## src/rtl/mul_job_sched.sv

```systemverilog
// Job scheduler for the dense BRAM multiplier: queues tagged jobs, steers bank muxes,
// runs the multiplier with a watchdog and returns in-order tagged completions.
module mul_job_sched #(
   parameter int              BANK_SEL_W = 2,
   parameter int              TAG_W      = 4,
   parameter int              FIFO_DEPTH = 4,
   parameter int              TO_W       = 17,
   parameter logic [TO_W-1:0] TIMEOUT    = 17'd100000
) (
   input  logic                  clk,
   input  logic                  rst,
   input  logic                  job_valid,
   output logic                  job_ready,
   input  logic [BANK_SEL_W-1:0] job_op0,
   input  logic [BANK_SEL_W-1:0] job_op1,
   input  logic [BANK_SEL_W-1:0] job_re,
   input  logic [TAG_W-1:0]      job_tag,
   output logic [BANK_SEL_W-1:0] op0_sel,
   output logic [BANK_SEL_W-1:0] op1_sel,
   output logic [BANK_SEL_W-1:0] re_sel,
   output logic                  mul_start,
   input  logic                  mul_done,
   output logic                  mul_rst_b,
   output logic                  busy,
   output logic                  cmpl_valid,
   input  logic                  cmpl_ready,
   output logic [TAG_W-1:0]      cmpl_tag,
   output logic [1:0]            cmpl_err
);

   localparam int              AW       = (FIFO_DEPTH > 1) ? $clog2(FIFO_DEPTH) : 1;
   localparam logic [AW:0]     FULL_CNT = (AW+1)'(FIFO_DEPTH);
   localparam logic [TO_W-1:0] WD_LAST  = TIMEOUT - 1'b1;

   typedef struct packed {
      logic [TAG_W-1:0]      tag;
      logic [BANK_SEL_W-1:0] re;
      logic [BANK_SEL_W-1:0] op1;
      logic [BANK_SEL_W-1:0] op0;
   } job_t;

   typedef enum logic [2:0] {IDLE, CFG, START, WAIT, CMPL, RECOV} state_t;

   job_t            mem [FIFO_DEPTH];
   logic [AW-1:0]   wr_ptr, rd_ptr;
   logic [AW:0]     count;
   job_t            job;
   state_t          state;
   logic [TO_W-1:0] wd;
   logic            done_q, done_qq, mrst_cnt;
   logic            push, pop, done_edge, aliased;

   assign job_ready = (count != FULL_CNT);
   assign push      = job_valid & job_ready;
   assign pop       = (state == IDLE) && (count != '0) && mul_rst_b;
   assign done_edge = done_q & ~done_qq;
   assign aliased   = (job.re == job.op0) || (job.re == job.op1);
   assign busy      = (state != IDLE) || (count != '0);

   // NOTE: FIFO storage has no reset; the pointers and count alone define its contents.
   always_ff @(posedge clk) begin
      if (push) mem[wr_ptr] <= {job_tag, job_re, job_op1, job_op0};
   end

   always_ff @(posedge clk or posedge rst) begin
      if (rst) begin
         wr_ptr <= '0;
         rd_ptr <= '0;
         count  <= '0;
      end else begin
         if (push) wr_ptr <= wr_ptr + 1'b1;
         if (pop)  rd_ptr <= rd_ptr + 1'b1;
         case ({push, pop})
            2'b10:   count <= count + 1'b1;
            2'b01:   count <= count - 1'b1;
            default: count <= count;
         endcase
      end
   end

   always_ff @(posedge clk or posedge rst) begin
      if (rst) begin
         state      <= IDLE;
         job        <= '0;
         op0_sel    <= '0;
         op1_sel    <= '0;
         re_sel     <= '0;
         mul_start  <= 1'b0;
         mul_rst_b  <= 1'b0;
         mrst_cnt   <= 1'b0;
         wd         <= '0;
         done_q     <= 1'b0;
         done_qq    <= 1'b0;
         cmpl_valid <= 1'b0;
         cmpl_tag   <= '0;
         cmpl_err   <= 2'b00;
      end else begin
         // Edge detector tracks mul_done in every state so a level held across START is not an edge.
         done_q    <= mul_done;
         done_qq   <= done_q;
         mul_start <= 1'b0;
         // Multiplier reset is always released on the second cycle it has been low.
         if (!mul_rst_b) begin
            mrst_cnt <= ~mrst_cnt;
            if (mrst_cnt) mul_rst_b <= 1'b1;
         end
         case (state)
            IDLE: if (pop) begin
               job     <= mem[rd_ptr];
               op0_sel <= mem[rd_ptr].op0;
               op1_sel <= mem[rd_ptr].op1;
               re_sel  <= mem[rd_ptr].re;
               state   <= CFG;
            end
            CFG: if (aliased) begin
               cmpl_err   <= 2'b01;
               cmpl_tag   <= job.tag;
               cmpl_valid <= 1'b1;
               state      <= CMPL;
            end else begin
               mul_start <= 1'b1;
               state     <= START;
            end
            START: begin
               wd    <= '0;
               state <= WAIT;
            end
            WAIT: begin
               wd <= wd + 1'b1;
               if (done_edge) begin
                  cmpl_err   <= 2'b00;
                  cmpl_tag   <= job.tag;
                  cmpl_valid <= 1'b1;
                  state      <= CMPL;
               end else if (wd == WD_LAST) begin
                  cmpl_err  <= 2'b10;
                  mul_rst_b <= 1'b0;
                  mrst_cnt  <= 1'b0;
                  state     <= RECOV;
               end
            end
            RECOV: if (mrst_cnt) begin
               cmpl_tag   <= job.tag;
               cmpl_valid <= 1'b1;
               state      <= CMPL;
            end
            CMPL: if (cmpl_ready) begin
               cmpl_valid <= 1'b0;
               state      <= IDLE;
            end
            default: state <= IDLE;
         endcase
      end
   end

endmodule

```

## config.mk

```make
export PLATFORM = sky130hd
export DESIGN_NAME = mul_job_sched
export DESIGN_NICKNAME = d
export VERILOG_FILES = /design/src/rtl/mul_job_sched.sv
export SDC_FILE = /design/constraint.sdc
export NUM_CORES = 1
export LEC_CHECK = 0
export ABC_AREA = 1
export BUFFER_PORTS_ARGS = -buffer_cell sky130_fd_sc_hd__buf_2
export CORE_AREA = 2 2 104 106
export DETAILED_ROUTE_END_ITERATION = 12
export DIE_AREA = 0 0 106 108
export SYNTH_ARGS = -nofsm -noshare
export SYNTH_HDL_FRONTEND = slang
export SYNTH_SLANG_ARGS = --single-unit
```

## constraint.sdc

```tcl
create_clock -name clk -period 3.7 [get_ports clk]
set_clock_uncertainty 0.1 [all_clocks]
set_input_delay 0.74 -clock clk [delete_from_list [all_inputs] [get_ports clk]]
set_output_delay 0.74 -clock clk [all_outputs]
set_load 0.01 [all_outputs]
```

* Word level (Yosys, flattened, before mapping)
Memories as Yosys holds them, arrays and structs flattened. A register that Yosys moved wholly into a read port is not among the register bits.
Index checks and enable logic that the tools add are counted.
** Storage, ports and cells
- Register bits after elaboration :: 39
- Bits in writable memories :: 40
- Bits of input ports :: 15
- Output and inout port bits :: 17
- Memories :: 1
** Memory list
- mem :: depth 4, width 10, read ports 1, clocked after memory_dff 1, write ports 1, line 44 : job_t mem [FIFO_DEPTH];
** Cells by class
- Add/sub/neg operators :: 5
- Equality and inequality tests :: 17
- Muxes and demuxes :: 35
- Bitwise logic cells :: 4
- Reductions and logical operators :: 17
** Operator list (count)
- $pmux 17 s2 :: 1
- $mux 3 :: 6
- $pmux 3 s6 :: 1
- $add 17x1->17 const B :: 1
- $eq 17x17->1 const B :: 1
- $mux 1 :: 17
- $mux 4 :: 3
- $pmux 4 s3 :: 1
- $ne 2x2->1 const B :: 5
- $reduce_bool 3->1 :: 3
- $reduce_and 4->1 :: 2
- $eq 3x2->1 const B :: 2
- $eq 3x3->1 const B :: 2
- $mux 2 :: 3
- $ne 3x3->1 const B :: 2
- $pmux 3 s2 :: 1
- $reduce_bool 2->1 :: 3
- $reduce_and 5->1 :: 1
- $add 2x1->2 const B :: 2
- $eq 2x2->1 :: 2
- $pmux 1 s4 :: 1
- $pmux 2 s2 :: 1
- $reduce_bool 4->1 :: 1
- $add 3x1->3 const B :: 1
- other kinds (11) :: 15

* Depth between registers and ports, before layout
- Word-level depth :: 5
- Mapped depth :: 12
- Mapped depth without buffers :: 11

* Least setup slack after synthesis
OpenSTA, ideal clock, no wires.
- Path kind :: register -> register
- From :: reg state[0]
- To :: reg count[2]
- Library setup time :: 0.131 ns
- Data arrival time :: 1.908 ns
- Data required time :: 3.469 ns
- Slack :: 1.561 ns
- Cell stages (with the launch flop) :: 13
- Buffers on the path :: 1
- Period minus slack after synthesis :: 2.139 ns
- Path through :: dfrtp_1 inv_1 nand3_1 inv_1 nand3_2 inv_2 buf_6 ha_1 inv_1 fa_1 a21oi_1 o21ai_0 xor2_1
** On the way
- Word-level cells in the longest chain between the ends :: 5
- Elaborated cells on any way between the ends :: 7
** Ends and longest elaborated chain
- from (decl) :: line 48 : state_t state;
- from (signal assigned) :: line 83 : state <= IDLE;
- from (signal assigned) :: line 113 : state <= CFG;
- from (signal assigned) :: line 119 : state <= CMPL;
- $logic_not 3->1 * :: line 55 : assign pop = (state == IDLE) && (count != '0) && mul_rst_b;
- $logic_and 1x1->1 * (2 in a row) :: line 55
- net pop :: line 51 : logic push, pop, done_edge, aliased;
- $eq 2x1->1 / $eq 2x2->1 (equally long branches) :: line 73 : case ({push, pop})
- $pmux 3 s2 / $reduce_bool 2->1 (equally long branches)
- to (signal assigned) :: line 74 : 2'b10: count <= count + 1'b1;
- to (signal assigned) :: line 75 : 2'b01: count <= count - 1'b1;
- to (signal assigned) :: line 76 : default: count <= count;
- to (decl) :: line 46 : logic [AW:0] count;
Mark *: on every way through the listed nets, which the timed path passes. The rest lies on a longest branch.
A chain may end at the register's enable or synchronous reset.

* Final worst setup path
- From :: reg state[0]
- To :: reg count[2]
** On the way
- Word-level cells in the longest chain between the ends :: 5
- Elaborated cells on any way between the ends :: 7
** Ends and longest elaborated chain (line)
- $logic_not 3->1 * :: 55
- $logic_and 1x1->1 * (2 in a row) :: 55
- $eq 2x1->1 / $eq 2x2->1 (equally long branches) :: 73
- $pmux 3 s2 / $reduce_bool 2->1 (equally long branches)
Mark *: on every way between the ends. The rest lies on a longest branch, timed or not.

==> run metrics <==
CTS Buf Count 9; Hold Path End done_qq$_DFF_PP0_; Psw 1.269 mW; Starting Density 0.3957; Die Area 11450 um^2; HPWL Detailed 5547 um; Register-to-Register Path Depth 11; sw frac 0.3948; initial antenna violation count 0; Post-Syn Nets roughly 440; # DRC 0; first-pass GRT wire length 13410 um; Mapped Cells between 400 and 500; core area roughly 10000 um^2; GRT Total Usage 0.1493; CTS H-tree lvls 3; CTS clk-pin slew, worst paths 0.11 ns; area post-placement 4280 um^2; CTS tree done; Hold Path Class flop to flop; critical path, cell by cell inv_1, nand3_1, inv_1, nand3_2, inv_2, ha_1, inv_1, fa_1, a21oi_1, o21ai_0, xor2_1; cell area power density between 700 and 800 nW/um^2; Crit-path slowest cell dfrtp_1; Cell Area, Synth ~4000 um^2; required time worst endpoint 3.85 ns; I/O pin cnt 32; final worst path period share 0.6644; commonest cells after routing, fill and taps aside nand2_1 (72), inv_1 (56), nor2_1 (50); layout cells sized above 1 0.1486; Via-to-Cell Ratio 4.753; hold buffer count at CTS 0; pin count of the biggest net entering global routing 50; busiest layer in global routing met2; kind of critical path flop to flop; hold path startpoint done_q$_DFF_PP0_; Reg2Reg Capture Point count[2]$_DFFE_PP0P_; post-route minimum period 2.458 ns; met1 GRT Util 0.1906; Finished Cell Area 4481 um^2; R2R Setup Slk about 1.2 ns; PostCTS Resize Cnt 0; Pleak between 2 and 2.5 nW; clk_lat worst skew 0.36 ns; Fmax achieved 406.8 MHz; Unique masters post-synth 34; Clock Sink Count 89; commonest non-fill, non-tap cell in the layout nand2_1; max_slew headroom 0.3174; CP Launch Type flop; CP arrival 2.61 ns; Clk pwr share 0.207; Post-Route WL 7765 um; Fin. Hold Viols 0; Avg Inst Size Synth 9.686 um^2; GRT met3 Usage 0.03134; CP max stage delay ~0.45 ns; post-CTS setup buffers 0; Max Cap Viol 0; # diodes 0; Via Count 2790; Die H ~110 um; sequential area share after synthesis 0.5995; Internal 1.945 mW; worst-path maximum fanout 22; Final Setup Violations 0; antenna viol nets, final 0; R2R Path Start state[0]$_DFFE_PP0P_; post-layout util 0.4379; area grow syn2layout 10.66%; Crit path top cell by count inv_1; # fillers 1007; Comb pwr share 0.333; PortBufs 31; 1st-pass router iterations 4; Seq cells post-synth 89; row count 37; vias in the first global route ~2800; Routability Congestion 0.8464; die width ~110 um; VDD IR max 0.0003624 V; crit path capture type flop; CTS Buffer Depth 2; GRT overflow 0; sequential power share 0.460; Synth Warn # 0; status completed; M2 GR Usage 0.2507; RSZ-0062 raised after global routing no; fin. max-slew vios 0; First DRT Iteration DRCs 121; Clock Tree Root clkbuf_8; setup total negative slack 0 ns; hold depth 0; Worst-Margin Slew approximately 1.0 ns; nets approximately 470; WL/cell 13.23 um; Worst Setup SP state[0]$_DFFE_PP0P_
[per-layer routing]
layer | up-vias | routed length (um)
met4 | 0 | 114
met3 | 9 | 248
met1 | 1317 | 3664
met5 | - | 0
li1 | 1418 | -
met2 | 46 | 3738
[critical path, delay by kind of cell (launching register included)]
family	cells	cell delay, ns
xor gates and xnor gates	1	0.15
AOI/OAI and AO/OA	2	0.25
DFF	1	0.45
and+or+nand+nor	2	0.24
adders and majority gates	2	0.57
buffers and inverters	4	0.60
[power by group through the flow]
stage / registers, mW / logic, mW / clock network [mW]
final: 1.48 / 1.07 / 0.664
after global routing: 1.52 / 1.25 / 0.719
after CTS: 1.48 / 1.09 / 0.687
after detailed placement: 1.51 / 1.08 / 0
after global placement: 1.50 / 1.06 / 0
after floorplan: 1.44 / 0.883 / 0
[cells by family (layout without fill, tap and decap cells)]
family,count (synthesis),in the layout,synth area share
simple gates,169,169,0.1863
xor+xnor,5,5,0.01082
compound gates,72,72,0.09580
flops,89,89,0.5995
fa+ha+maj,8,8,0.02658
buf+inv,75,108,0.08097
[metrics by stage]
stage	cells	total power, mW	worst slack [ns]	hold slack (ns)
after CTS	587	3.262	1.240	0.2839
after global placement	571	2.559	1.319	0.2586
final	587	3.214	1.242	0.2817
after detailed placement	571	2.589	1.260	0.2610
after global routing	587	3.482	0.9847	0.3026
after floorplan	418	2.327	1.561	0.2537
[registers in the layout, summed over array words and instances, names as in the netlist]
register and cells:
cmpl_err 2, cmpl_tag 4, cmpl_valid 1, count 3
done_q 1, done_qq 1, job 10, mem 40
mrst_cnt 1, mul_rst_b 1, mul_start 1, rd_ptr 2
state 3, wd 17, wr_ptr 2
[layout make-up]
class | count | area, um^2 | area share
clock buffer | 9 | 123.9 | 0.02765
clock inverter | 7 | 76.32 | 0.01703
inverter | 61 | 234.0 | 0.05222
multi-input combinational | 254 | 1294 | 0.2887
sequential | 89 | 2427 | 0.5417
tap | 136 | 170.2 | 0.03798
timing repair buffer | 31 | 155.1 | 0.03463
[synthesized netlist by cell type]
cell | instances | area, um^2
o21ai_2 | 2 | 17.52
inv_1 | 57 | 214.0
buf_6 | 2 | 22.52
nor3_1 | 6 | 30.03
inv_2 | 3 | 11.26
edfxtp_1 | 40 | 1201
nor2_1 | 50 | 187.7
fa_1 | 1 | 20.02
o22ai_1 | 10 | 62.56
o21ai_0 | 45 | 225.2
nand2_1 | 72 | 270.3
o21bai_1 | 1 | 7.510
buf_4 | 7 | 52.55
xnor2_1 | 2 | 17.52
ha_1 | 7 | 87.58
or2_2 | 1 | 6.260
nor3_2 | 1 | 10.01
nand3_1 | 21 | 105.1
a31oi_1 | 1 | 6.260
nand3_2 | 2 | 20.02
inv_6 | 1 | 8.760
a21oi_1 | 8 | 40.04
nand4_1 | 6 | 37.54
a22o_1 | 1 | 8.760
nor2_4 | 2 | 22.52
nand2_4 | 1 | 11.26
xor2_1 | 3 | 26.28
nor4_1 | 1 | 6.260
nor2_2 | 2 | 12.51
nand2_2 | 3 | 18.77
nor3_4 | 1 | 16.27
clkbuf_1 | 5 | 18.77
o21ai_1 | 4 | 20.02
dfrtp_1 | 49 | 1226
[how the worst max path moves through the flow]
stage	cells past startpoint	endpoint
final	11	count[2]$_DFFE_PP0P_
after floorplan	12	count[2]$_DFFE_PP0P_
after global placement	11	count[2]$_DFFE_PP0P_
after CTS	11	count[2]$_DFFE_PP0P_
after detailed placement	11	count[2]$_DFFE_PP0P_
after global routing	11	count[2]$_DFFE_PP0P_
Note: power is estimated with default switching activity, not from simulation.
